**src/rtl/vga_timing_gen_pkg.sv**
```systemverilog
// ---------------------------------------------------------------------------
// vga_timing_pkg
// Shared constants for the VGA timing generator: default 640x480@60 timing,
// the derived line/frame totals, sync polarity encodings and the widths of
// the coordinate outputs.  Imported by the interface, the divider and the top.
// Optional feature macro used elsewhere in this slice: VGA_TIMING_FRAME_CNT_EN.
// ---------------------------------------------------------------------------
package vga_timing_pkg;

    localparam int X_W         = 11;
    localparam int Y_W         = 10;
    localparam int FRAME_CNT_W = 16;

    localparam int DEF_CLK_DIV  = 4;
    localparam int DEF_H_ACTIVE = 640;
    localparam int DEF_H_FP     = 16;
    localparam int DEF_H_SYNC   = 96;
    localparam int DEF_H_BP     = 48;
    localparam int DEF_V_ACTIVE = 480;
    localparam int DEF_V_FP     = 10;
    localparam int DEF_V_SYNC   = 2;
    localparam int DEF_V_BP     = 33;

    localparam int DEF_H_TOTAL = DEF_H_ACTIVE + DEF_H_FP + DEF_H_SYNC + DEF_H_BP;
    localparam int DEF_V_TOTAL = DEF_V_ACTIVE + DEF_V_FP + DEF_V_SYNC + DEF_V_BP;

    localparam logic SYNC_ACTIVE_LOW  = 1'b0;
    localparam logic SYNC_ACTIVE_HIGH = 1'b1;

    // Maps "sync pulse active" onto the physical pin level for a polarity.
    function automatic logic sync_level(input logic active, input logic pol);
        return active ? pol : ~pol;
    endfunction

endpackage

```
**src/rtl/vga_timing_gen_if.sv**
```systemverilog
// ---------------------------------------------------------------------------
// vga_timing_gen_if
// Video timing bundle between the timing generator (master) and the image
// generator (slave).
//   o_pixel_ce    one-clock pulse per pixel period
//   o_hsync       horizontal sync at the configured polarity
//   o_vsync       vertical sync at the configured polarity
//   o_de          high inside the active area
//   o_x / o_y     1-based active coordinates, 0 during blanking
//   o_frame_start one-clock pulse on the first pixel of a frame
//   o_frame_cnt   frame counter (only with VGA_TIMING_FRAME_CNT_EN)
// ---------------------------------------------------------------------------
interface vga_timing_gen_if;
    import vga_timing_pkg::*;

    logic           o_pixel_ce;
    logic           o_hsync;
    logic           o_vsync;
    logic           o_de;
    logic [X_W-1:0] o_x;
    logic [Y_W-1:0] o_y;
    logic           o_frame_start;
`ifdef VGA_TIMING_FRAME_CNT_EN
    logic [FRAME_CNT_W-1:0] o_frame_cnt;
`endif

`ifdef VGA_TIMING_FRAME_CNT_EN
    modport master (output o_pixel_ce, o_hsync, o_vsync, o_de, o_x, o_y, o_frame_start, o_frame_cnt);
    modport slave  (input  o_pixel_ce, o_hsync, o_vsync, o_de, o_x, o_y, o_frame_start, o_frame_cnt);
`else
    modport master (output o_pixel_ce, o_hsync, o_vsync, o_de, o_x, o_y, o_frame_start);
    modport slave  (input  o_pixel_ce, o_hsync, o_vsync, o_de, o_x, o_y, o_frame_start);
`endif

endinterface

```
**src/rtl/vga_timing_gen_pixel_ce_gen.sv**
```systemverilog
// ---------------------------------------------------------------------------
// pixel_ce_gen
// Divides the system clock by CLK_DIV (2..16) into a pixel clock-enable.
//   i_clk     system clock
//   i_rst_n   asynchronous reset, active-low
//   i_enable  run/halt; low holds the divider at zero
//   o_ce      combinational, high for the last divider cycle of each pixel
// ---------------------------------------------------------------------------
module pixel_ce_gen #(
    parameter int CLK_DIV = 4
) (
    input  logic i_clk,
    input  logic i_rst_n,
    input  logic i_enable,
    output logic o_ce
);

    localparam int DIV_W = $clog2(CLK_DIV);
    localparam logic [DIV_W-1:0] DIV_LAST = DIV_W'(CLK_DIV - 1);

    logic [DIV_W-1:0] div_cnt;

    // Free-running modulo-CLK_DIV counter; halting restarts it from zero so
    // the first enable after a halt lands exactly CLK_DIV cycles later.
    always_ff @(posedge i_clk or negedge i_rst_n) begin
        if (!i_rst_n) begin
            div_cnt <= '0;
        end else if (!i_enable) begin
            div_cnt <= '0;
        end else if (div_cnt == DIV_LAST) begin
            div_cnt <= '0;
        end else begin
            div_cnt <= div_cnt + DIV_W'(1);
        end
    end

    assign o_ce = i_enable && (div_cnt == DIV_LAST);

endmodule

```
**src/rtl/vga_timing_gen.sv**
```systemverilog
// ---------------------------------------------------------------------------
// vga_timing_gen
// 640x480@60 (by default) VGA timing generator feeding the image generator.
//   i_clk     system clock
//   i_rst_n   asynchronous reset, active-low
//   i_enable  run/halt; low clears counters and parks all outputs
//   vid       vga_timing_gen_if.master: pixel ce, syncs, de, x/y, frame start
// Optional: define VGA_TIMING_FRAME_CNT_EN to add the 16-bit o_frame_cnt.
//
// h_cnt/v_cnt hold the position of the pixel that the next pixel-ce will
// present; on that ce the outputs register the decode of this position and
// the counters advance.  Reset therefore leaves the counters at (0,0) and the
// first ce after reset or enable presents pixel (0,0) with o_frame_start.
// ---------------------------------------------------------------------------
module vga_timing_gen
    import vga_timing_pkg::*;
#(
    parameter int   CLK_DIV  = DEF_CLK_DIV,
    parameter int   H_ACTIVE = DEF_H_ACTIVE,
    parameter int   H_FP     = DEF_H_FP,
    parameter int   H_SYNC   = DEF_H_SYNC,
    parameter int   H_BP     = DEF_H_BP,
    parameter int   V_ACTIVE = DEF_V_ACTIVE,
    parameter int   V_FP     = DEF_V_FP,
    parameter int   V_SYNC   = DEF_V_SYNC,
    parameter int   V_BP     = DEF_V_BP,
    parameter logic SYNC_POL = SYNC_ACTIVE_LOW
) (
    input  logic             i_clk,
    input  logic             i_rst_n,
    input  logic             i_enable,
    vga_timing_gen_if.master vid
);

    localparam int H_TOTAL = H_ACTIVE + H_FP + H_SYNC + H_BP;
    localparam int V_TOTAL = V_ACTIVE + V_FP + V_SYNC + V_BP;

    localparam logic [X_W-1:0] H_LAST   = X_W'(H_TOTAL - 1);
    localparam logic [X_W-1:0] H_ACT    = X_W'(H_ACTIVE);
    localparam logic [X_W-1:0] HS_START = X_W'(H_ACTIVE + H_FP);
    localparam logic [X_W-1:0] HS_END   = X_W'(H_ACTIVE + H_FP + H_SYNC);
    localparam logic [Y_W-1:0] V_LAST   = Y_W'(V_TOTAL - 1);
    localparam logic [Y_W-1:0] V_ACT    = Y_W'(V_ACTIVE);
    localparam logic [Y_W-1:0] VS_START = Y_W'(V_ACTIVE + V_FP);
    localparam logic [Y_W-1:0] VS_END   = Y_W'(V_ACTIVE + V_FP + V_SYNC);

    logic           ce;
    logic [X_W-1:0] h_cnt;
    logic [Y_W-1:0] v_cnt;
    logic           h_last, v_last, at_origin, de_now, hs_now, vs_now;

    logic           pixel_ce_q, hsync_q, vsync_q, de_q, frame_start_q;
    logic [X_W-1:0] x_q;
    logic [Y_W-1:0] y_q;

    pixel_ce_gen #(
        .CLK_DIV (CLK_DIV)
    ) u_pixel_ce_gen (
        .i_clk    (i_clk),
        .i_rst_n  (i_rst_n),
        .i_enable (i_enable),
        .o_ce     (ce)
    );

    // Decode of the position about to be presented.
    assign h_last    = (h_cnt == H_LAST);
    assign v_last    = (v_cnt == V_LAST);
    assign at_origin = (h_cnt == '0) && (v_cnt == '0);
    assign de_now    = (h_cnt < H_ACT) && (v_cnt < V_ACT);
    assign hs_now    = (h_cnt >= HS_START) && (h_cnt < HS_END);
    assign vs_now    = (v_cnt >= VS_START) && (v_cnt < VS_END);

    // Raster counters: horizontal wraps every line, vertical steps on each
    // horizontal wrap, so (H_LAST,V_LAST) returns both to zero on one ce.
    always_ff @(posedge i_clk or negedge i_rst_n) begin
        if (!i_rst_n) begin
            h_cnt <= '0;
            v_cnt <= '0;
        end else if (!i_enable) begin
            h_cnt <= '0;
            v_cnt <= '0;
        end else if (ce) begin
            if (h_last) begin
                h_cnt <= '0;
                v_cnt <= v_last ? '0 : v_cnt + Y_W'(1);
            end else begin
                h_cnt <= h_cnt + X_W'(1);
            end
        end
    end

    // Output registers: pulses last one clock, the video signals are
    // reloaded on each ce and held for the rest of the pixel period.
    always_ff @(posedge i_clk or negedge i_rst_n) begin
        if (!i_rst_n) begin
            pixel_ce_q    <= 1'b0;
            frame_start_q <= 1'b0;
            de_q          <= 1'b0;
            x_q           <= '0;
            y_q           <= '0;
            hsync_q       <= ~SYNC_POL;
            vsync_q       <= ~SYNC_POL;
        end else if (!i_enable) begin
            pixel_ce_q    <= 1'b0;
            frame_start_q <= 1'b0;
            de_q          <= 1'b0;
            x_q           <= '0;
            y_q           <= '0;
            hsync_q       <= ~SYNC_POL;
            vsync_q       <= ~SYNC_POL;
        end else begin
            pixel_ce_q    <= ce;
            frame_start_q <= ce && at_origin;
            if (ce) begin
                de_q    <= de_now;
                x_q     <= de_now ? h_cnt + X_W'(1) : '0;
                y_q     <= de_now ? v_cnt + Y_W'(1) : '0;
                hsync_q <= sync_level(hs_now, SYNC_POL);
                vsync_q <= sync_level(vs_now, SYNC_POL);
            end
        end
    end

    assign vid.o_pixel_ce    = pixel_ce_q;
    assign vid.o_frame_start = frame_start_q;
    assign vid.o_de          = de_q;
    assign vid.o_x           = x_q;
    assign vid.o_y           = y_q;
    assign vid.o_hsync       = hsync_q;
    assign vid.o_vsync       = vsync_q;

`ifdef VGA_TIMING_FRAME_CNT_EN
    logic [FRAME_CNT_W-1:0] frame_cnt;

    // Counts frame starts, updating on the same edge as o_frame_start.
    always_ff @(posedge i_clk or negedge i_rst_n) begin
        if (!i_rst_n) begin
            frame_cnt <= '0;
        end else if (!i_enable) begin
            frame_cnt <= '0;
        end else if (ce && at_origin) begin
            frame_cnt <= frame_cnt + FRAME_CNT_W'(1);
        end
    end

    assign vid.o_frame_cnt = frame_cnt;
`endif

endmodule

```
**src/flat_wrapper.sv**
```systemverilog
// flat-port wrapper written by rule: the top's interface ports become plain ports
module vga_timing_gen_flat import vga_timing_pkg::*;
#(
    parameter int   CLK_DIV  = DEF_CLK_DIV,
    parameter int   H_ACTIVE = DEF_H_ACTIVE,
    parameter int   H_FP     = DEF_H_FP,
    parameter int   H_SYNC   = DEF_H_SYNC,
    parameter int   H_BP     = DEF_H_BP,
    parameter int   V_ACTIVE = DEF_V_ACTIVE,
    parameter int   V_FP     = DEF_V_FP,
    parameter int   V_SYNC   = DEF_V_SYNC,
    parameter int   V_BP     = DEF_V_BP,
    parameter logic SYNC_POL = SYNC_ACTIVE_LOW
)
  (i_clk, i_rst_n, i_enable, vid_o_pixel_ce, vid_o_hsync, vid_o_vsync, vid_o_de, vid_o_x, vid_o_y, vid_o_frame_start);
  vga_timing_gen_if vid_i ();
  input  logic i_clk;
  input  logic i_rst_n;
  input  logic i_enable;
  output wire logic [$bits(vid_i.o_pixel_ce)-1:0] vid_o_pixel_ce;
  output wire logic [$bits(vid_i.o_hsync)-1:0] vid_o_hsync;
  output wire logic [$bits(vid_i.o_vsync)-1:0] vid_o_vsync;
  output wire logic [$bits(vid_i.o_de)-1:0] vid_o_de;
  output wire logic [$bits(vid_i.o_x)-1:0] vid_o_x;
  output wire logic [$bits(vid_i.o_y)-1:0] vid_o_y;
  output wire logic [$bits(vid_i.o_frame_start)-1:0] vid_o_frame_start;
  assign vid_o_pixel_ce = vid_i.o_pixel_ce;
  assign vid_o_hsync = vid_i.o_hsync;
  assign vid_o_vsync = vid_i.o_vsync;
  assign vid_o_de = vid_i.o_de;
  assign vid_o_x = vid_i.o_x;
  assign vid_o_y = vid_i.o_y;
  assign vid_o_frame_start = vid_i.o_frame_start;
  vga_timing_gen #(.CLK_DIV(CLK_DIV), .H_ACTIVE(H_ACTIVE), .H_FP(H_FP), .H_SYNC(H_SYNC), .H_BP(H_BP), .V_ACTIVE(V_ACTIVE), .V_FP(V_FP), .V_SYNC(V_SYNC), .V_BP(V_BP), .SYNC_POL(SYNC_POL)) u_core (.i_clk(i_clk), .i_rst_n(i_rst_n), .i_enable(i_enable), .vid(vid_i));
endmodule
```
**config.mk**
```make
export PLATFORM = sky130hd
export DESIGN_NAME = vga_timing_gen_flat
export DESIGN_NICKNAME = d
export VERILOG_FILES = /design/src/rtl/vga_timing_gen_pkg.sv /design/src/rtl/vga_timing_gen_if.sv /design/src/rtl/vga_timing_gen_pixel_ce_gen.sv /design/src/rtl/vga_timing_gen.sv /design/src/flat_wrapper.sv
export SDC_FILE = /design/constraint.sdc
export NUM_CORES = 1
export LEC_CHECK = 0
export BUFFER_PORTS_ARGS = -buffer_cell sky130_fd_sc_hd__buf_2
export CORE_UTILIZATION = 45
export CTS_CLUSTER_DIAMETER = 40
export DETAILED_ROUTE_END_ITERATION = 8
export GPL_TIMING_DRIVEN = 0
export PLACE_DENSITY = 0.64
export SLEW_MARGIN = 30
export SYNTH_ARGS = -nofsm -noshare
export SYNTH_HDL_FRONTEND = slang
export SYNTH_HIERARCHICAL = 1
export SYNTH_SLANG_ARGS = --single-unit
```
**constraint.sdc**
```tcl
create_clock -name i_clk -period 4.5 [get_ports i_clk]
set_input_delay 1.35 -clock i_clk [delete_from_list [all_inputs] [get_ports i_clk]]
set_output_delay 1.35 -clock i_clk [all_outputs]
set_load 0.01 [all_outputs]
```
==> results.md <==
- Hold Path Class: reg2reg
- Die X-Extent: ~76 um
- Fmax: 402 MHz
- Post-route ant nets: 0
- Lkg Pwr: between 0.001 and 0.0015 uW
- Finish-stage setup viols: 0
- Main combinational cell family by area after synthesis: simple AND/OR/NAND/NOR gates
- Global-route wire length before repair: a little under 9000 um
- Post-synth top area cell: dfrtp_1
- Yosys reg bits: 49
- Post-synth EDFFs: 0
- Avg WL per Cell: about 15 um
- Final hold violation count: 0
- Vias/cell: around 5.3
- Netlist cell types: 43
- # hold bufs at CTS: 0
- Post-CTS setup buffer count: 0
- Number of global-route vias before repair: about 1800
- Mean Syn Cell Area: around 9.5 sq um
- CP required: 4.72 ns
- Setup TNS: 0 ns
- Via Count: slightly below 2000
- Startpoint Class: input port
- Clock transition at the registers of the reported paths: ~0.09 ns
- Slew headroom: 0.583
- Post-synth top flop: dfrtp_1
- P&R area growth vs syn: 14.9%
- Io pins: 29
- Max_cap viols: 0
- CTS H-tree lvls: 2
- CTS Sinks: 49
- Adder-cell share of the synthesized area: 0.0257
- Drt initial violations: around 150
- Synth Instances: between 200 and 300
- # rows: 26
- Initial Util: 0.471
- Num CTS Buffers: 5
- Share of the synthesized area in the top cell type: 0.483
- Register area share after synthesis: 0.504
- Die area: between 5000 and 6000 sq um
- Crit path kind: in2reg
- Yosys warning total: 6
- Crit Reg-Reg Endpoint: u_core/v_cnt[3]
- Worst Path Arrival: ~2.7 ns
- Routability Congestion: ~0.84
- Core area: roughly 5200 sq um
- Initial antenna violation count: 0
- Pre-antenna DRT Iters: 4
- Syn nets: ~270
- DP HPWL: roughly 3700 um
- Final net count: 300
- Clock Latency Late Sink: about 0.30 ns
- Reg2Reg Setup Slack: between 2 and 3 ns
- Post-synthesis compound-gate area fraction: 0.125
- Post-synthesis mux area share: 0
- Post-synth ARST share: 1.00
- ANT cells: 0
- Tot Pwr: 850 uW
- Crit path to: u_core/vid.o_x[6]
- Slew Limit Fails: 0
- Tmin final: between 2 and 2.5 ns
- Maximum vdd ir drop: approximately 180 uV
- CTS Buffer Depth: 2
- Port bufs: 28
- CP Max Fanout: 11
- RSZ-0062 raised after global routing: false
- Cts repair resizes: 0
- Die Ht: ~76 um
- Share of layout cells above drive strength 1: 0.181
- Total Routing Usage GR: 0.208
- Total global routing overflow: 0
- Final core occ: 0.542
- Post-Synth Simple-Gate Area: 0.224
- Post-synthesis cell area: between 2000 and 2500 sq um
- Worst flop-to-flop path startpoint: u_core/h_cnt[0]
- Root buf cell: clkbuf_8
- Synth Area in XOR/XNOR: 0.0647
- Hold slack: 0.464 ns
- Measured slew at the worst slew-check pin: 0.625 ns
- Nature of the critical path endpoint: register
- Reg2reg path depth: 6
- Routed wire length: 5400 um
- CP startpoint: i_enable
- CTS tree: done
- Outcome: complete, no violations
- Period utilization: 0.552
- Largest net degree at the start of global routing: 50
- Clock skew: roughly 0.0072 ns
- P per Cell Area: a little over 300 nW/um^2
- Post-route DRC violation count: 0
- Top cells by area, synth: dfrtp_1 (48%), nand2_1 (5.4%), o21ai_0 (4.7%)
## cell families after synthesis
logic type	Yosys count
AO/OA/AOI/OAI	48
adder cells (fa/ha/maj)	5
buffers and inverters	32
XOR/XNOR	18
flip-flops	49
AND/OR/NAND/NOR	105
## routing by layer
layer	wire length, um	vias to the layer above	track usage	share of wire
met2	2460	50	0.321	0.46
met1	2600	925	0.287	0.48
met3	252	7	0.0516	0.047
met5	0	-	0	0
met4	83	0	0.0700	0.015
li1	-	958	-	-
## cell usage in the layout, fill, tap and decap left out, drive strengths merged, types with 2 or more instances in the layout
cell type	netlist	layout
o21ai	26	26
xor2	5	5
clkbuf	8	13
nand3	11	11
nand2	36	36
inv	15	15
a41oi	3	3
dfrtp	47	47
and2	7	7
nor2b	4	4
and4	3	3
nor3	6	6
nor2	14	14
dfstp	2	2
bufinv	0	2
nor4	7	7
buf	9	37
o211ai	2	2
o22ai	5	5
a21oi	2	2
nand2b	3	3
ha	5	5
nand4	8	8
xnor2	13	13
a31oi	4	4
## synth_stat cells, types with 2 or more instances
master,instances
nand4_1,8
nand3_1,11
dfstp_2,2
nor2b_1,4
o211ai_1,2
a21oi_1,2
xor2_1,5
a41oi_1,3
nand2_1,35
dfrtp_1,47
o22ai_1,5
xnor2_1,13
nor3_1,6
ha_1,5
buf_2,7
o21ai_1,3
nor2_1,14
clkbuf_1,7
inv_1,15
nand2b_1,3
and4_1,3
nor4_1,6
and2_1,6
a31oi_1,4
o21ai_0,23
## flip-flops by register name (all words and copies together) (netlist names)
register                       cells
u_core/vid.o_vsync                 1
u_core/vid.o_hsync                 1
u_core/vid.o_y                    10
u_core/vid.o_x                    11
u_core/u_pixel_ce_gen/div_cnt      2
u_core/vid.o_de                    1
u_core/v_cnt                      10
u_core/vid.o_pixel_ce              1
u_core/h_cnt                      11
u_core/vid.o_frame_start           1
## worst min path at each step
stage                                                   to                        startpoint  cells after the start
after floorplan           u_core/u_pixel_ce_gen/div_cnt[0]  u_core/u_pixel_ce_gen/div_cnt[0]                      1
after global placement    u_core/u_pixel_ce_gen/div_cnt[0]  u_core/u_pixel_ce_gen/div_cnt[0]                      1
after detailed placement  u_core/u_pixel_ce_gen/div_cnt[0]  u_core/u_pixel_ce_gen/div_cnt[0]                      1
after CTS                 u_core/u_pixel_ce_gen/div_cnt[0]  u_core/u_pixel_ce_gen/div_cnt[0]                      1
after global routing      u_core/u_pixel_ce_gen/div_cnt[0]  u_core/u_pixel_ce_gen/div_cnt[0]                      1
final                     u_core/u_pixel_ce_gen/div_cnt[0]  u_core/u_pixel_ce_gen/div_cnt[0]                      1
## power by group
| part | internal, uW | leakage, uW | total, uW | switching (uW) |
|---|---|---|---|---|
| Clock | 221 | 0.0000681 | 370 | 149 |
| Sequential | 444 | 0.000675 | 446 | 2.36 |
| Combinational | 8.66 | 0.000517 | 33.5 | 24.8 |
## metrics by stage
step	cell area (sq um)	cells	setup slack (ns)
detailed placement	2670	355	1.68
global route	2800	363	1.86
CTS	2800	363	2.00
global placement	2670	355	1.68
floorplan	2440	257	2.05
finish	2800	363	2.02
## worst max-delay path, stage by stage
cell and delay, ns:
buf_2 0.16, and2_2 0.26, nor2b_1 0.10, buf_2 0.25, buf_1 0.40, nand2_1 0.09
o21ai_0 0.09
## area by class of cell
type / instances / area (sq um)
plain buffers: 17 / 81.3
clock buffers: 5 / 68.8
clock inverters: 3 / 65.1
fillers: 492 / 2370
inverters: 15 / 56.3
multi-input cells: 176 / 1070
flip-flops and latches: 49 / 1230
well taps: 70 / 87.6
repair buffers: 28 / 143
No activity file was read; power rests on OpenSTA's default activity.
